## src/rtl/phy_rx_lane_demux.sv

```systemverilog
// phy_rx_lane_demux
// Round-robin 1-to-NUM_LANES byte demultiplexer for the PHY RX path. Serial
// beats fill lane slots in a shadow buffer. One cycle after the last beat of a
// group, the whole group is presented in parallel and group_strobe pulses.
// align_in restarts a group at lane 0. If a group was already in progress, its
// beats are discarded and partial_drop pulses.

module phy_rx_lane_demux #(
    parameter int DATA_W       = 8,
    parameter int NUM_LANES    = 4,
    parameter bit HOLD_INVALID = 1'b0
) (
    input  logic                        clk_f,
    input  logic                        reset,
    input  logic [DATA_W-1:0]           data_in,
    input  logic                        valid_in,
    input  logic                        align_in,
    output logic [NUM_LANES*DATA_W-1:0] data_out,
    output logic [NUM_LANES-1:0]        valid_out,
    output logic                        group_strobe,
    output logic                        partial_drop
);

    localparam int IDX_W = (NUM_LANES > 1) ? $clog2(NUM_LANES) : 1;
    localparam logic [IDX_W-1:0] LAST_IDX   = IDX_W'(NUM_LANES - 1);
    localparam logic [IDX_W-1:0] IDX_ONE    = IDX_W'(1);
    // After a realignment the aligning beat already occupies lane 0. The
    // single-lane case therefore wraps straight back to 0.
    localparam logic [IDX_W-1:0] ALIGN_NEXT = (NUM_LANES > 1) ? IDX_ONE : '0;

    logic [IDX_W-1:0]     lane_idx;
    logic [IDX_W-1:0]     lane_idx_nxt;
    logic [IDX_W-1:0]     slot;
    logic [DATA_W-1:0]    beat_data;
    logic [DATA_W-1:0]    shadow     [NUM_LANES];
    logic [DATA_W-1:0]    shadow_nxt [NUM_LANES];
    logic [DATA_W-1:0]    out_lane   [NUM_LANES];
    logic [NUM_LANES-1:0] shadow_v;
    logic [NUM_LANES-1:0] shadow_v_nxt;
    logic                 complete;
    logic                 drop;

    // Slot selection, beat value, group completion/drop detection and next shadow contents.
    always_comb begin
        // NOTE: every output of a combinational block gets a value on every
        // path first. A missed path would otherwise infer a latch.
        slot         = align_in ? '0 : lane_idx;
        complete     = (slot == LAST_IDX) && (!align_in || (NUM_LANES == 1));
        drop         = align_in && (lane_idx != '0);
        beat_data    = '0;
        lane_idx_nxt = '0;
        shadow_nxt   = shadow;
        shadow_v_nxt = drop ? '0 : shadow_v;

        if (valid_in) begin
            beat_data = data_in;
        end else if (HOLD_INVALID) begin
            beat_data = out_lane[slot];
        end

        if (align_in) begin
            lane_idx_nxt = ALIGN_NEXT;
        end else if (lane_idx != LAST_IDX) begin
            lane_idx_nxt = lane_idx + IDX_ONE;
        end

        shadow_nxt[slot]   = beat_data;
        shadow_v_nxt[slot] = valid_in;
    end

    // Lane counter, shadow buffer and registered group outputs.
    always_ff @(posedge clk_f) begin
        // NOTE: sequential state uses non-blocking assignments only. All
        // registers then update together from values sampled before the edge.
        if (reset) begin
            lane_idx     <= '0;
            shadow_v     <= '0;
            valid_out    <= '0;
            group_strobe <= 1'b0;
            partial_drop <= 1'b0;
            // NOTE: the shadow buffer is small and is cleared on reset. A
            // discarded partial group therefore leaves no stale data behind.
            for (int k = 0; k < NUM_LANES; k++) begin
                shadow[k]   <= '0;
                out_lane[k] <= '0;
            end
        end else begin
            lane_idx     <= lane_idx_nxt;
            shadow       <= shadow_nxt;
            shadow_v     <= shadow_v_nxt;
            group_strobe <= complete;
            partial_drop <= drop;
            if (complete) begin
                out_lane  <= shadow_nxt;
                valid_out <= shadow_v_nxt;
            end
        end
    end

    // Lane k occupies bits [k*DATA_W +: DATA_W]. Lane 0 sits in the LSBs.
    for (genvar g = 0; g < NUM_LANES; g++) begin : g_pack
        assign data_out[g*DATA_W +: DATA_W] = out_lane[g];
    end

endmodule

```

## config.mk

```make
export PLATFORM = sky130hd
export DESIGN_NAME = phy_rx_lane_demux
export DESIGN_NICKNAME = d
export VERILOG_FILES = /design/src/rtl/phy_rx_lane_demux.sv
export SDC_FILE = /design/constraint.sdc
export NUM_CORES = 1
export LEC_CHECK = 0
export BUFFER_PORTS_ARGS = -buffer_cell sky130_fd_sc_hd__clkbuf_2
export CORE_ASPECT_RATIO = 0.8
export CORE_MARGIN = 10
export CORE_UTILIZATION = 40
export CTS_BUF_LIST = sky130_fd_sc_hd__clkbuf_8
export CTS_CLUSTER_SIZE = 14
export DETAILED_ROUTE_END_ITERATION = 6
export PLACE_DENSITY = 0.64
export SLEW_MARGIN = 5
export SYNTH_ARGS = -nofsm -noshare
export SYNTH_HDL_FRONTEND = slang
export SYNTH_SLANG_ARGS = --single-unit
```

## constraint.sdc

```tcl
create_clock -name clk_f -period 1.7 [get_ports clk_f]
set_input_delay 0.34 -clock clk_f [delete_from_list [all_inputs] [get_ports clk_f]]
set_output_delay 0.34 -clock clk_f [all_outputs]
set_load 0.05 [all_outputs]
```

## Yosys cells after proc, flatten, opt, wreduce, memory -nomap -nowiden

Cells that the tools add are included.

- Flip-flop bits (word level): 76
- Input port bits: 12
- Output and inout port bits: 38

- Add/sub/neg operators: 1
- $lt $le $gt $ge: 4
- Equal/unequal tests: 2
- Muxes and demuxes: 11
- Bitwise operators: 2
- Reduce and logical (&&, ||, !) cells: 7

Operators by type and width:

| kind | number |
|---|---|
| bitwise mux 32 bit | 1 |
| demux 8 bit (select 2 bit) | 1 |
| 2-to-1 mux 8 bit | 2 |
| bitwise mux 4 bit | 1 |
| logical AND 1 bit | 4 |
| 2-to-1 mux 4 bit | 1 |
| >= comparator 3 bit, second input constant | 1 |
| less-than comparator 2 x 3 -> 1 bit, second input constant | 1 |
| less-than comparator 3 x 1 -> 1 bit, second input constant | 1 |
| 2-to-1 mux 1 bit | 3 |
| NOT 2 -> 3 bit | 1 |
| OR reduction 3 bit | 1 |
| adder 2 x 1 -> 2 bit, second input constant | 1 |
| demux 1 bit (select 2 bit) | 1 |
| == test 2 bit, second input constant | 1 |
| >= comparator 2 x 1 -> 1 bit, second input constant | 1 |
| 2-to-1 mux 2 bit | 1 |
| inequality test 2 bit, second input constant | 1 |
| nonzero test 2 bit | 1 |
| zero test 1 bit | 1 |
| NOT 1 bit | 1 |

## Logic depth before layout (Yosys ltp)

Gate-level depths: netlist of the first run.

- Depth after elaboration: 7
- Gate-level depth with buffers: 6

## Least setup slack after synthesis of the first run

No wires, ideal clock.

- Kind: register to register
- From: register lane_idx[0]
- To: register shadow_v[2]
- Library setup time: 132 ps
- Arrival time: 1103 ps
- Setup slack: 465 ps
- Cell stages (with the launch flop): 7
- Period minus slack after synthesis: 1235 ps
- Path through: dfxtp_1 > buf_6 > inv_1 > ha_1 > or2b_2 > nand3_1 > a21oi_1

- Word-level cells in the longest chain between the ends: 6
- Elaborated cells between the ends (all ways): 10
- Classes of those cells: order compare: 2; mux: 5; reduce/logical: 3

RTL lines:

| item | line | text |
|---|---|---|
| start: declaration | 31 | `logic [IDX_W-1:0] lane_idx;` |
| start signal: assignment | 88 | `lane_idx <= lane_idx_nxt;` |
| 2-to-1 mux 2 bit | 47 | `slot = align_in ? '0 : lane_idx;` |
| less-than comparator 2 x 3 -> 1 bit (implied by the code) / >= comparator 2 x 1 -> 1 bit (equally long branches) | 68 | `shadow_v_nxt[slot] = valid_in;` |
| logical AND 1 bit (implied by the code) | 68 |  |
| 2-to-1 mux 1 bit (implied by the code) | 68 |  |
| demux 1 bit (select 2 bit) | 68 |  |
| bitwise mux 4 bit (*) | 68 |  |
| end signal: assignment | 90 | `shadow_v <= shadow_v_nxt;` |
| end: declaration | 38 | `logic [NUM_LANES-1:0] shadow_v;` |

Every way passes the cells marked *; elsewhere a longest branch is shown, timed or not.
A chain may end at the register's enable or synchronous reset.

## Final worst setup path of the first run

Ends and elaborated chain as after synthesis.

==> Flow_metrics.wiki, run 1 <==
{| class="wikitable"
! Metric !! Value
|-
| Total wire length after detailed routing || 5.86 mm
|-
| Pwr/cell area || 1010 nW/um^2
|-
| Number of clock buffers inserted by TritonCTS || 9
|-
| First-pass GRT wire length || 9.69 mm
|-
| Post-synthesis instance area || 2560 sq um
|-
| Post-CTS clock slew at the launch and capture registers of the worst setup and hold paths || 0.06 ns
|-
| Max Cap Viol || 0
|-
| Final ANT Viol Nets || 0
|-
| CTS H-tree depth || 3
|-
| Post-route non-filler standard cell count || 428
|-
| Ratio of cells with drive above 1 in the final layout || 23.1%
|-
| Post-synth top area share || 52.5%
|-
| Area delta synth->final || 15.4%
|-
| Final min period || 1.46 ns
|-
| Antenna diodes || 0
|-
| Vias in the first global route || 1964
|-
| Total iterations of the first detailed-routing run || 4
|-
| Arrival time at the worst endpoint || 1.67 ns
|-
| Critical Path Sink Type || flop
|-
| Number of DRC markers after the initial detailed-route iteration || 71
|-
| Number of antenna violations at the first check in global routing || 0
|-
| Final-layout setup total negative slack || 0 ns
|-
| Total number of clock tree sinks || 67
|-
| Hold-fix buffers, CTS || 0
|-
| Total setup buffers inserted after CTS || 0
|-
| Avg Synthesized Cell Area || 8.46 sq um
|-
| Die outline width || 109 microns
|-
| Flop2flop setup slack || 0.24 ns
|-
| Worst Path Class, Setup || reg -> reg
|-
| Yosys reg bits || 67
|-
| Slew headroom || 72.3%
|-
| Remaining Overflow, GRT || 0
|-
| Post-Syn Nets || 316
|-
| Total power draw || 2.97 mW
|-
| Clock network latency to the later pin of the worst-skew pair || 0.34 ns
|-
| Cell types occupying the most area after synthesis || sky130_fd_sc_hd__dfxtp_1 (52%), sky130_fd_sc_hd__nand2_1 (14%), sky130_fd_sc_hd__a21oi_1 (12%)
|-
| Maximum buffer depth of the clock tree || 2
|-
| Core Box Area || 6070 sq um
|-
| Cell at the root of the clock tree || sky130_fd_sc_hd__clkbuf_8
|-
| Largest net degree at the start of global routing || 38
|-
| Proportion of synthesized chip area in sequential cells || 52.5%
|-
| Class of the tightest hold or removal check || in -> reg
|-
| Setup-failing EPs final || 0
|-
| Routed via count || 2092
|-
| Synthesized instance count || 302
|-
| Fin crit share || 85.9%
|-
| Commonest non-fill, non-tap cells in the layout || sky130_fd_sc_hd__nand2_1 (92), sky130_fd_sc_hd__dfxtp_1 (67), sky130_fd_sc_hd__a21oi_1 (61)
|-
| Global-route usage over all layers || 12.0%
|-
| Count of nets after finishing || 357
|-
| Average wire per cell in the routed design || 13.7 microns
|-
| Top cell type by total area after synthesis || sky130_fd_sc_hd__dfxtp_1
|-
| Number of gates given a new drive strength after cts || 0
|-
| Per-cell via count in the routed design || 4.89
|-
| Final hold violation count || 0
|-
| Maximum fanout count along the critical path || 11
|-
| Total placed cells including tap cells || 413
|-
| Synth unique cells || 23
|-
| Setup repair after global routing missed its margin || false
|-
| DRC violations left || 0
|-
| Number of buffer cells added on primary ports || 49
|-
| Critical Path Source Type || flop
|-
| Worst EP required || 1.91 ns
|-
| Yosys warnings || 0
|-
| Most common library cell in the layout ignoring fill and taps || sky130_fd_sc_hd__nand2_1
|-
| Area of the die || 10000 sq um
|-
| Clock tree from TritonCTS || yes
|-
| Static power due to leakage || 1.11 nW
|-
| Run status || finished clean
|-
| Final-report max-slew violation count || 0
|-
| Final clock skew || 0.00352 ns
|-
| Weighted congestion at the end of routability-driven global placement || 0.750
|-
| Number of placed I/O pins || 50
|-
| Worst voltage drop across the vdd grid || 0.407 mV
|-
| Max Freq || 685 MHz
|-
| Die height || 91.5 microns
|-
| Final hold slack || 0.311 ns
|-
| Worst Tran Pin Value || 0.414 ns
|-
| Std-Cell Rows || 25
|-
| Effective utilization at floorplan || 42.1%
|-
| Sum of net half-perimeters after detailed placement || 4.09 mm
|}
worst max-delay path, stage by stage (launching register included):
cell	delay (ns)
sky130_fd_sc_hd__dfxtp_1	0.57
sky130_fd_sc_hd__inv_1	0.09
sky130_fd_sc_hd__ha_1	0.20
sky130_fd_sc_hd__or2b_2	0.32
sky130_fd_sc_hd__nand3_1	0.09
sky130_fd_sc_hd__a21oi_1	0.07
path summary, 6_finish.rpt:
path	cells past startpoint	endpoint	start
setup / recovery	5	shadow_v[2]$_SDFF_PP0_	lane_idx[0]$_SDFF_PP0_
hold / removal	3	data_out[31]$_SDFFE_PP0P_	data_in[7]
setup reg to reg	5	shadow_v[2]$_SDFF_PP0_	lane_idx[0]$_SDFF_PP0_
hold reg to reg	2	data_out[10]$_SDFFE_PP0P_	data_out[10]$_SDFFE_PP0P_
area by class of cell:
cell class / count / area (sq um)
flip-flops and latches: 67 / 1340
inverters: 2 / 7.51
multi-input cells: 206 / 1000
clock inverters: 3 / 13.8
repair buffers: 57 / 318
clock buffers: 12 / 165
well taps: 81 / 101
fillers: 608 / 3120
metrics by stage:
step	instance area [sq um]	util [%]	setup slack, ns
5_1_grt	2950	48.6	0.158
2_1_floorplan	2560	-	0.465
3_3_place_gp	2770	45.6	0.288
3_5_place_dp	2770	45.6	0.257
4_1_cts	2950	48.6	0.251
6_report	2950	48.6	0.240
sequential cells by signal (all words and copies together), names as in the netlist:
name	count
data_out	32
group_strobe	1
lane_idx	2
partial_drop	1
shadow	24
shadow_v	3
valid_out	4
metal layers:
layer / track usage, % / up-vias / part of all wire (%)
met5: 0 / - / 0
met4: 4.44 / 0 / 0.51
met3: 6.07 / 4 / 7.7
met2: 18.0 / 43 / 47
met1: 14.3 / 960 / 45
li1: - / 1085 / -
synthesized netlist by cell type:
cell                       count
sky130_fd_sc_hd__nor3b_4       2
sky130_fd_sc_hd__nand3_1      32
sky130_fd_sc_hd__or2b_2        1
sky130_fd_sc_hd__inv_1         2
sky130_fd_sc_hd__a21oi_2       2
sky130_fd_sc_hd__dfxtp_1      67
sky130_fd_sc_hd__buf_8         1
sky130_fd_sc_hd__ha_1          2
sky130_fd_sc_hd__o21bai_2      1
sky130_fd_sc_hd__buf_1         1
sky130_fd_sc_hd__nand3_2       2
sky130_fd_sc_hd__and3b_1       1
sky130_fd_sc_hd__buf_2         5
sky130_fd_sc_hd__clkbuf_1      7
sky130_fd_sc_hd__nand3b_1      1
sky130_fd_sc_hd__nand2_1      92
sky130_fd_sc_hd__or3b_1        2
sky130_fd_sc_hd__nor4b_1       1
sky130_fd_sc_hd__a21oi_1      61
sky130_fd_sc_hd__o21ba_2       1
sky130_fd_sc_hd__buf_6        10
sky130_fd_sc_hd__nor2_1        5
sky130_fd_sc_hd__buf_4         3
cell families after synthesis:
logic type / synth area share (%)
compound gates: 13.5
flops: 52.5
fa+ha+maj: 0.979
simple gates: 24.8
buf+inv: 8.32
where the power goes:
| part | leakage [nW] | internal (mW) | switching [mW] |
|---|---|---|---|
| logic | 0.469 | 0.0563 | 0.122 |
| clock network | 0.0994 | 0.630 | 0.545 |
| registers | 0.542 | 1.60 | 0.0212 |
| total | 1.11 | 2.28 | 0.689 |
Power figures use the tool's default switching activity.
==> run 2: changes to the inputs <==
--- a/config.mk
+++ b/config.mk
@@ -13,6 +13,7 @@
 export CTS_CLUSTER_SIZE = 14
 export DETAILED_ROUTE_END_ITERATION = 6
 export PLACE_DENSITY = 0.64
+export SETUP_SLACK_MARGIN = 0.5
 export SLEW_MARGIN = 5
 export SYNTH_ARGS = -nofsm -noshare
 export SYNTH_HDL_FRONTEND = slang
==> Flow_metrics.wiki, run 2 (synthesized netlist as in run 1, its figures left out) <==
{| class="wikitable"
! Metric !! Value
|-
| Die outline width || 109 microns (unchanged)
|-
| Vias in the first global route || 2157 (+9.8%)
|-
| Static power due to leakage || 1.36 nW (+23%)
|-
| Weighted congestion at the end of routability-driven global placement || 0.764 (+1.7%)
|-
| Cell at the root of the clock tree || sky130_fd_sc_hd__clkbuf_8
|-
| Switch Pwr || 754 uW (+9.6%)
|-
| Die height || 91.5 microns (unchanged)
|-
| Final-layout setup total negative slack || 0 ns (unchanged)
|-
| Total iterations of the first detailed-routing run || 4 (unchanged)
|-
| Class of the tightest hold or removal check || in -> reg
|-
| Antenna diodes || 0 (unchanged)
|-
| Commonest non-fill, non-tap cells in the layout || sky130_fd_sc_hd__nand2_1 (91), sky130_fd_sc_hd__a21oi_1 (60), sky130_fd_sc_hd__dfxtp_2 (36)
|-
| Number of flip-flops under the largest register name || 32 (unchanged)
|-
| Clock tree from TritonCTS || yes
|-
| Fin crit share || 71.2% (-15 points)
|-
| End-of-flow core utilization || 60.6% (+12 points)
|-
| Hold-fix buffers, CTS || 0 (unchanged)
|-
| Switching share of power || 23.7% (+0.51 points)
|-
| Number of antenna violations at the first check in global routing || 0 (unchanged)
|-
| Global-route usage over all layers || 12.9% (+0.93 points)
|-
| Final hold slack || 0.307 ns (-0.00385 ns)
|-
| Worst voltage drop across the vdd grid || 0.596 mV (+47%)
|-
| Max Freq || 826 MHz (+21%)
|-
| Average wire per cell in the routed design || 14.8 microns (+8.0%)
|-
| Critical Path Sink Type || flop
|-
| Final-report max-slew violation count || 0 (unchanged)
|-
| Setup-failing EPs final || 0 (unchanged)
|-
| Setup repair after global routing missed its margin || true
|-
| Area delta synth->final || 43.8%
|-
| Number of clock buffers inserted by TritonCTS || 9 (unchanged)
|-
| Most common library cell in the layout ignoring fill and taps || sky130_fd_sc_hd__nand2_1
|-
| Hold Crit Start || data_in[7]
|-
| Run status || finished clean
|-
| Std-Cell Rows || 25 (unchanged)
|-
| Final min period || 1.21 ns (-0.249 ns)
|-
| Number of DRC markers after the initial detailed-route iteration || 121 (+70%)
|-
| Final hold violation count || 0 (unchanged)
|-
| Ratio of cells with drive above 1 in the final layout || 39.0% (+16 points)
|-
| Comb power frac || 7.1% (+1.1 points)
|-
| Total placed cells including tap cells || 413 (unchanged)
|-
| Arrival time at the worst endpoint || 1.41 ns (-0.26 ns)
|-
| Total power draw || 3.19 mW (+7.2%)
|-
| Max Cap Viol || 0 (unchanged)
|-
| Reg-to-reg startpoint || lane_idx[0]$_SDFF_PP0_
|-
| Effective utilization at floorplan || 42.1% (unchanged)
|-
| Routed via count || 2215 (+5.9%)
|-
| Critical Path Source Type || flop
|-
| Sum of net half-perimeters after detailed placement || 4.29 mm (+4.8%)
|-
| Total wire length after detailed routing || 6.57 mm (+12%)
|-
| Maximum fanout count along the critical path || 7 (-4)
|-
| Part of the power in the clock network || 42.3% (+2.7 points)
|-
| CTS H-tree depth || 3 (unchanged)
|-
| Final ANT Viol Nets || 0 (unchanged)
|-
| Core Box Area || 6070 sq um (unchanged)
|-
| Total number of clock tree sinks || 67 (unchanged)
|-
| Area of the die || 10000 sq um (unchanged)
|-
| Post-CTS clock slew at the launch and capture registers of the worst setup and hold paths || 0.07 ns (about the same)
|-
| Slew headroom || 61.8% (-10 points)
|-
| Clock network latency to the later pin of the worst-skew pair || 0.34 ns (about the same)
|-
| Start point of the critical path || lane_idx[0]$_SDFF_PP0_
|-
| First-pass GRT wire length || 10.5 mm (+8.0%)
|-
| Maximum buffer depth of the clock tree || 2 (unchanged)
|-
| Sequential share of power || 50.7% (-3.7 points)
|-
| Post-route non-filler standard cell count || 445 (+4.0%)
|-
| Internal power of the cells || 2.43 mW (+6.5%)
|-
| Pwr/cell area || 867 nW/um^2 (-14%)
|-
| Worst Path Class, Setup || reg -> reg
|-
| Worst EP required || 1.90 ns (about the same)
|-
| Remaining Overflow, GRT || 0 (unchanged)
|-
| Largest net degree at the start of global routing || 27 (-29%)
|-
| Count of nets after finishing || 373 (+4.5%)
|-
| Per-cell via count in the routed design || 4.98 (+1.8%)
|-
| Number of buffer cells added on primary ports || 49 (unchanged)
|-
| DRC violations left || 0 (unchanged)
|-
| Number of placed I/O pins || 50 (unchanged)
|-
| Worst Tran Pin Value || 0.572 ns (+0.158 ns)
|-
| Final clock skew || 0.00957 ns (+0.00605 ns)
|}
run 2: cell count changes in the layout (fill, tap and decap cells not counted), sizes merged:
cell / delta
or3b: +1
clkbuf: -31
bufinv: +1
buf: +45
clkinv: +1
run 2: final timing paths:
check | endpoint | slack, ns | cells past startpoint
setup / recovery | shadow[8]$_SDFF_PP0_ | 0.49 | 4
hold / removal | shadow[15]$_SDFF_PP0_ | 0.31 | 3
setup reg to reg | shadow[8]$_SDFF_PP0_ | 0.49 | 4
hold reg to reg | data_out[7]$_SDFFE_PP0P_ | 0.44 | 2
run 2: final cells by class:
type	count	area, sq um
Fill cell	541	2390
Clock buffer	11	151
Clock inverter	5	52.6
Timing Repair Buffer	72	922
Multi-Input combinational cell	207	1050
Inverter	2	7.51
Tap cell	81	101
Sequential cell	67	1390
run 2: what timing repair did:
action,CTS,global route
resized for setup,125,43
gates cloned,0,1
pin swaps,0,4
endpoints found under the hold margin,0,0
setup endpoints to repair,94,76
buffers inserted,1,14
run 2: power groups by stage:
| stage | logic (mW) | clock network, mW | registers (mW) |
|---|---|---|---|
| final | 0.225 | 1.35 | 1.61 |
| after global routing | 0.244 | 1.44 | 1.62 |
| after CTS | 0.195 | 1.35 | 1.62 |
| after detailed placement | 0.185 | 0 | 1.65 |
| after global placement | 0.183 | 0 | 1.65 |
| after floorplan | 0.133 | 0 | 1.66 |
run 2: per-layer routing:
metal | GRT usage [%] | up-vias | part of all wire, %
li1 | - | 1119 | -
met3 | 6.07 | 8 | 7.9
met2 | 20.7 | 60 | 47
met5 | 0 | - | 0
met1 | 15.1 | 1028 | 44
met4 | 3.46 | 0 | 0.93
run 2: stage by stage:
stage	worst slack (ns)	instance area (sq um)
floorplan	0.497	2570
global placement	0.297	2790
detailed placement	0.240	2790
CTS	0.476	3480
global route	0.459	3670
finish	0.490	3670
run 2: worst max-delay path, cell delays in order (launching register included):
cell and delay [ns]:
sky130_fd_sc_hd__dfxtp_4 0.37, sky130_fd_sc_hd__buf_8 0.14, sky130_fd_sc_hd__or3b_4 0.42, sky130_fd_sc_hd__nand2_1 0.08, sky130_fd_sc_hd__a21oi_1 0.06
==> run 3: changes to the inputs <==
--- a/config.mk
+++ b/config.mk
@@ -12,7 +12,7 @@
 export CTS_BUF_LIST = sky130_fd_sc_hd__clkbuf_8
 export CTS_CLUSTER_SIZE = 14
 export DETAILED_ROUTE_END_ITERATION = 6
-export PLACE_DENSITY = 0.64
+export PLACE_DENSITY = 0.66
 export SETUP_SLACK_MARGIN = 0.5
 export SLEW_MARGIN = 5
 export SYNTH_ARGS = -nofsm -noshare
==> constraint.sdc (replaced) <==
create_clock -name clk_f -period 1.05 [get_ports clk_f]
set_input_delay 0.21 -clock clk_f [delete_from_list [all_inputs] [get_ports clk_f]]
set_output_delay 0.21 -clock clk_f [all_outputs]
set_load 0.05 [all_outputs]
==> Flow_metrics.wiki, run 3 (synthesized netlist as in run 1, its figures left out) <==
{| class="wikitable"
! Metric !! Value
|-
| Number of placed I/O pins || 50 (unchanged)
|-
| M1 WL || 3.21 mm (+12%)
|-
| Combined flip-flop and latch cell area || 1490 sq um (+7.0%)
|-
| Total iterations of the first detailed-routing run || 4 (unchanged)
|-
| CTS H-tree depth || 3 (unchanged)
|-
| Worst EP required || 1.32 ns (-0.58 ns)
|-
| Die height || 91.5 microns (unchanged)
|-
| DRC violations left || 0 (unchanged)
|-
| Vias in the first global route || 2267 (+5.1%)
|-
| Routed met2 length || 3.38 mm (+8.3%)
|-
| Final hold violation count || 0 (unchanged)
|-
| Number of antenna violations at the first check in global routing || 0 (unchanged)
|-
| Clock tree from TritonCTS || yes
|-
| Final-layout setup total negative slack || -3.46 ns (-3.46 ns)
|-
| Worst voltage drop across the vdd grid || 1.03 mV (+73%)
|-
| Core Box Area || 6070 sq um (unchanged)
|-
| Static power due to leakage || 1.48 nW (+8.6%)
|-
| Worst Path Class, Setup || reg -> reg
|-
| Weighted congestion at the end of routability-driven global placement || 0.777 (+1.7%)
|-
| Std-Cell Rows || 25 (unchanged)
|-
| Critical Path Sink Type || flop
|-
| Total of fill cells in the finished design || 437 (-19%)
|-
| Hold-fix buffers, CTS || 0 (unchanged)
|-
| Critical Path Source Type || flop
|-
| Final-report max-slew violation count || 0 (unchanged)
|-
| Number of clock buffers inserted by TritonCTS || 9 (unchanged)
|-
| Maximum buffer depth of the clock tree || 2 (unchanged)
|-
| Area of the die || 10000 sq um (unchanged)
|-
| Setup-failing EPs final || 95 (+95)
|-
| Design Area, Final || 4240 sq um (+15%)
|-
| Average wire per cell in the routed design || 16.2 microns (+9.7%)
|-
| First-pass GRT wire length || 11.5 mm (+9.6%)
|-
| Most common library cell in the layout ignoring fill and taps || sky130_fd_sc_hd__nand2_1
|-
| Total number of clock tree sinks || 67 (unchanged)
|-
| Number of flip-flops under the largest register name || 32 (unchanged)
|-
| Largest net degree at the start of global routing || 37 (+37%)
|-
| Total placed cells including tap cells || 425 (+2.9%)
|-
| Final hold slack || 0.155 ns (-0.153 ns)
|-
| Pwr/cell area || 1290 nW/um^2 (+48%)
|-
| Die outline width || 109 microns (unchanged)
|-
| Met3 wirelength from detailed routing || 503 microns (-3.1%)
|-
| Global-route usage over all layers || 14.3% (+1.4 points)
|-
| Arrival time at the worst endpoint || 1.44 ns (+0.03 ns)
|-
| Area delta synth->final || 65.7%
|-
| Setup repair after global routing missed its margin || true
|-
| Effective utilization at floorplan || 42.1% (unchanged)
|-
| Instance area after placement || 3050 sq um (+9.4%)
|-
| Total power draw || 5.45 mW (+71%)
|-
| Count of nets after finishing || 369 (-1.1%)
|-
| Class of the tightest hold or removal check || in -> reg
|-
| Ratio of cells with drive above 1 in the final layout || 50.6% (+12 points)
|-
| Area of the multi-input gates || 1180 sq um (+13%)
|-
| Commonest non-fill, non-tap cells in the layout || sky130_fd_sc_hd__nand2_1 (82), sky130_fd_sc_hd__dfxtp_4 (40), sky130_fd_sc_hd__clkbuf_16 (37)
|-
| Top layer used by detailed routing || met4
|-
| Final ANT Viol Nets || 0 (unchanged)
|-
| Routed via count || 2266 (+2.3%)
|-
| Per-cell via count in the routed design || 5.14 (+3.2%)
|-
| Sum of net half-perimeters after detailed placement || 4.50 mm (+4.9%)
|-
| Max Cap Viol || 0 (unchanged)
|-
| Total wire length after detailed routing || 7.15 mm (+8.8%)
|-
| Run status || complete, but fails checks
|-
| Slew headroom || 83.5% (+22 points)
|-
| Antenna diodes || 0 (unchanged)
|-
| Placement-stage worst setup slack || -0.227 ns (-0.467 ns)
|-
| Number of buffer cells added on primary ports || 49 (unchanged)
|-
| Post-route non-filler standard cell count || 441 (-0.90%)
|-
| Crit path setup slack, layout || -0.122 ns (-0.611 ns)
|-
| Failing checks || setup timing
|-
| Post-CTS clock slew at the launch and capture registers of the worst setup and hold paths || 0.07 ns (about the same)
|-
| Worst Tran Pin Value || 0.247 ns (-0.325 ns)
|-
| Fin crit share || 112% (+40 points)
|-
| Final clock skew || 0.00712 ns (-0.00245 ns)
|-
| End-of-flow core utilization || 69.8% (+9.2 points)
|-
| Number of DRC markers after the initial detailed-route iteration || 132 (+9.1%)
|-
| Maximum fanout count along the critical path || 12 (+5)
|-
| Clock network latency to the later pin of the worst-skew pair || 0.35 ns (about the same)
|-
| Cell at the root of the clock tree || sky130_fd_sc_hd__clkbuf_8
|-
| Max Freq || 854 MHz (+3.3%)
|-
| Remaining Overflow, GRT || 0 (unchanged)
|-
| Final min period || 1.17 ns (-0.0389 ns)
|}
-- run 3: changes by cell type in the layout (fill, tap and decap cells not counted), moves of 29 or more --
cell	before	now
sky130_fd_sc_hd__dfxtp_4	2	40
sky130_fd_sc_hd__dfxtp_2	36	0
sky130_fd_sc_hd__a21oi_1	60	30
sky130_fd_sc_hd__a21oi_2	3	33
sky130_fd_sc_hd__buf_8	32	3
sky130_fd_sc_hd__clkbuf_16	8	37
-- run 3: area by class of cell --
class | count | area share [%]
clock buffer | 9 | 2.92
clock inverter | 7 | 2.57
sequential | 67 | 35.2
tap | 81 | 2.39
multi-input combinational | 206 | 27.9
inverter | 2 | 0.177
timing repair buffer | 69 | 28.8
-- run 3: metal layers --
metal | vias to the layer above | global-route usage, %
met5 | - | 0
li1 | 1107 | -
met4 | 0 | 3.57
met2 | 51 | 23.0
met1 | 1099 | 17.0
met3 | 9 | 6.00
-- run 3: final timing paths --
kind / from / to / slack, ns / cells past startpoint
setup reg to reg: lane_idx[0]$_SDFF_PP0_ / data_out[24]$_SDFFE_PP0P_ / -0.12 / 4
hold reg to reg: shadow[9]$_SDFF_PP0_ / data_out[17]$_SDFFE_PP0P_ / 0.45 / 2
hold / removal: reset / lane_idx[1]$_SDFF_PP0_ / 0.15 / 2
setup / recovery: lane_idx[0]$_SDFF_PP0_ / data_out[24]$_SDFFE_PP0P_ / -0.12 / 4
-- run 3: report_power, final --
part	total, mW	switching, mW	internal (mW)
clock	2.51	0.952	1.56
combinational	0.412	0.243	0.169
sequential	2.53	0.0374	2.49
total	5.45	1.23	4.21
-- run 3: repair_timing --
| item | CTS | global route |
|---|---|---|
| setup endpoints to repair | 105 | 105 |
| pin swaps | 10 | 6 |
| gates resized for setup | 134 | 34 |
| hold endpoints to repair | 0 | 0 |
| buffers inserted | 0 | 0 |
-- run 3: worst max-delay path, cell delays in order, from the launching register on --
cell                      delay [ns]
sky130_fd_sc_hd__dfxtp_4        0.40
sky130_fd_sc_hd__and3b_2        0.27
sky130_fd_sc_hd__buf_8          0.17
sky130_fd_sc_hd__nand3_1        0.11
sky130_fd_sc_hd__a21oi_1        0.15
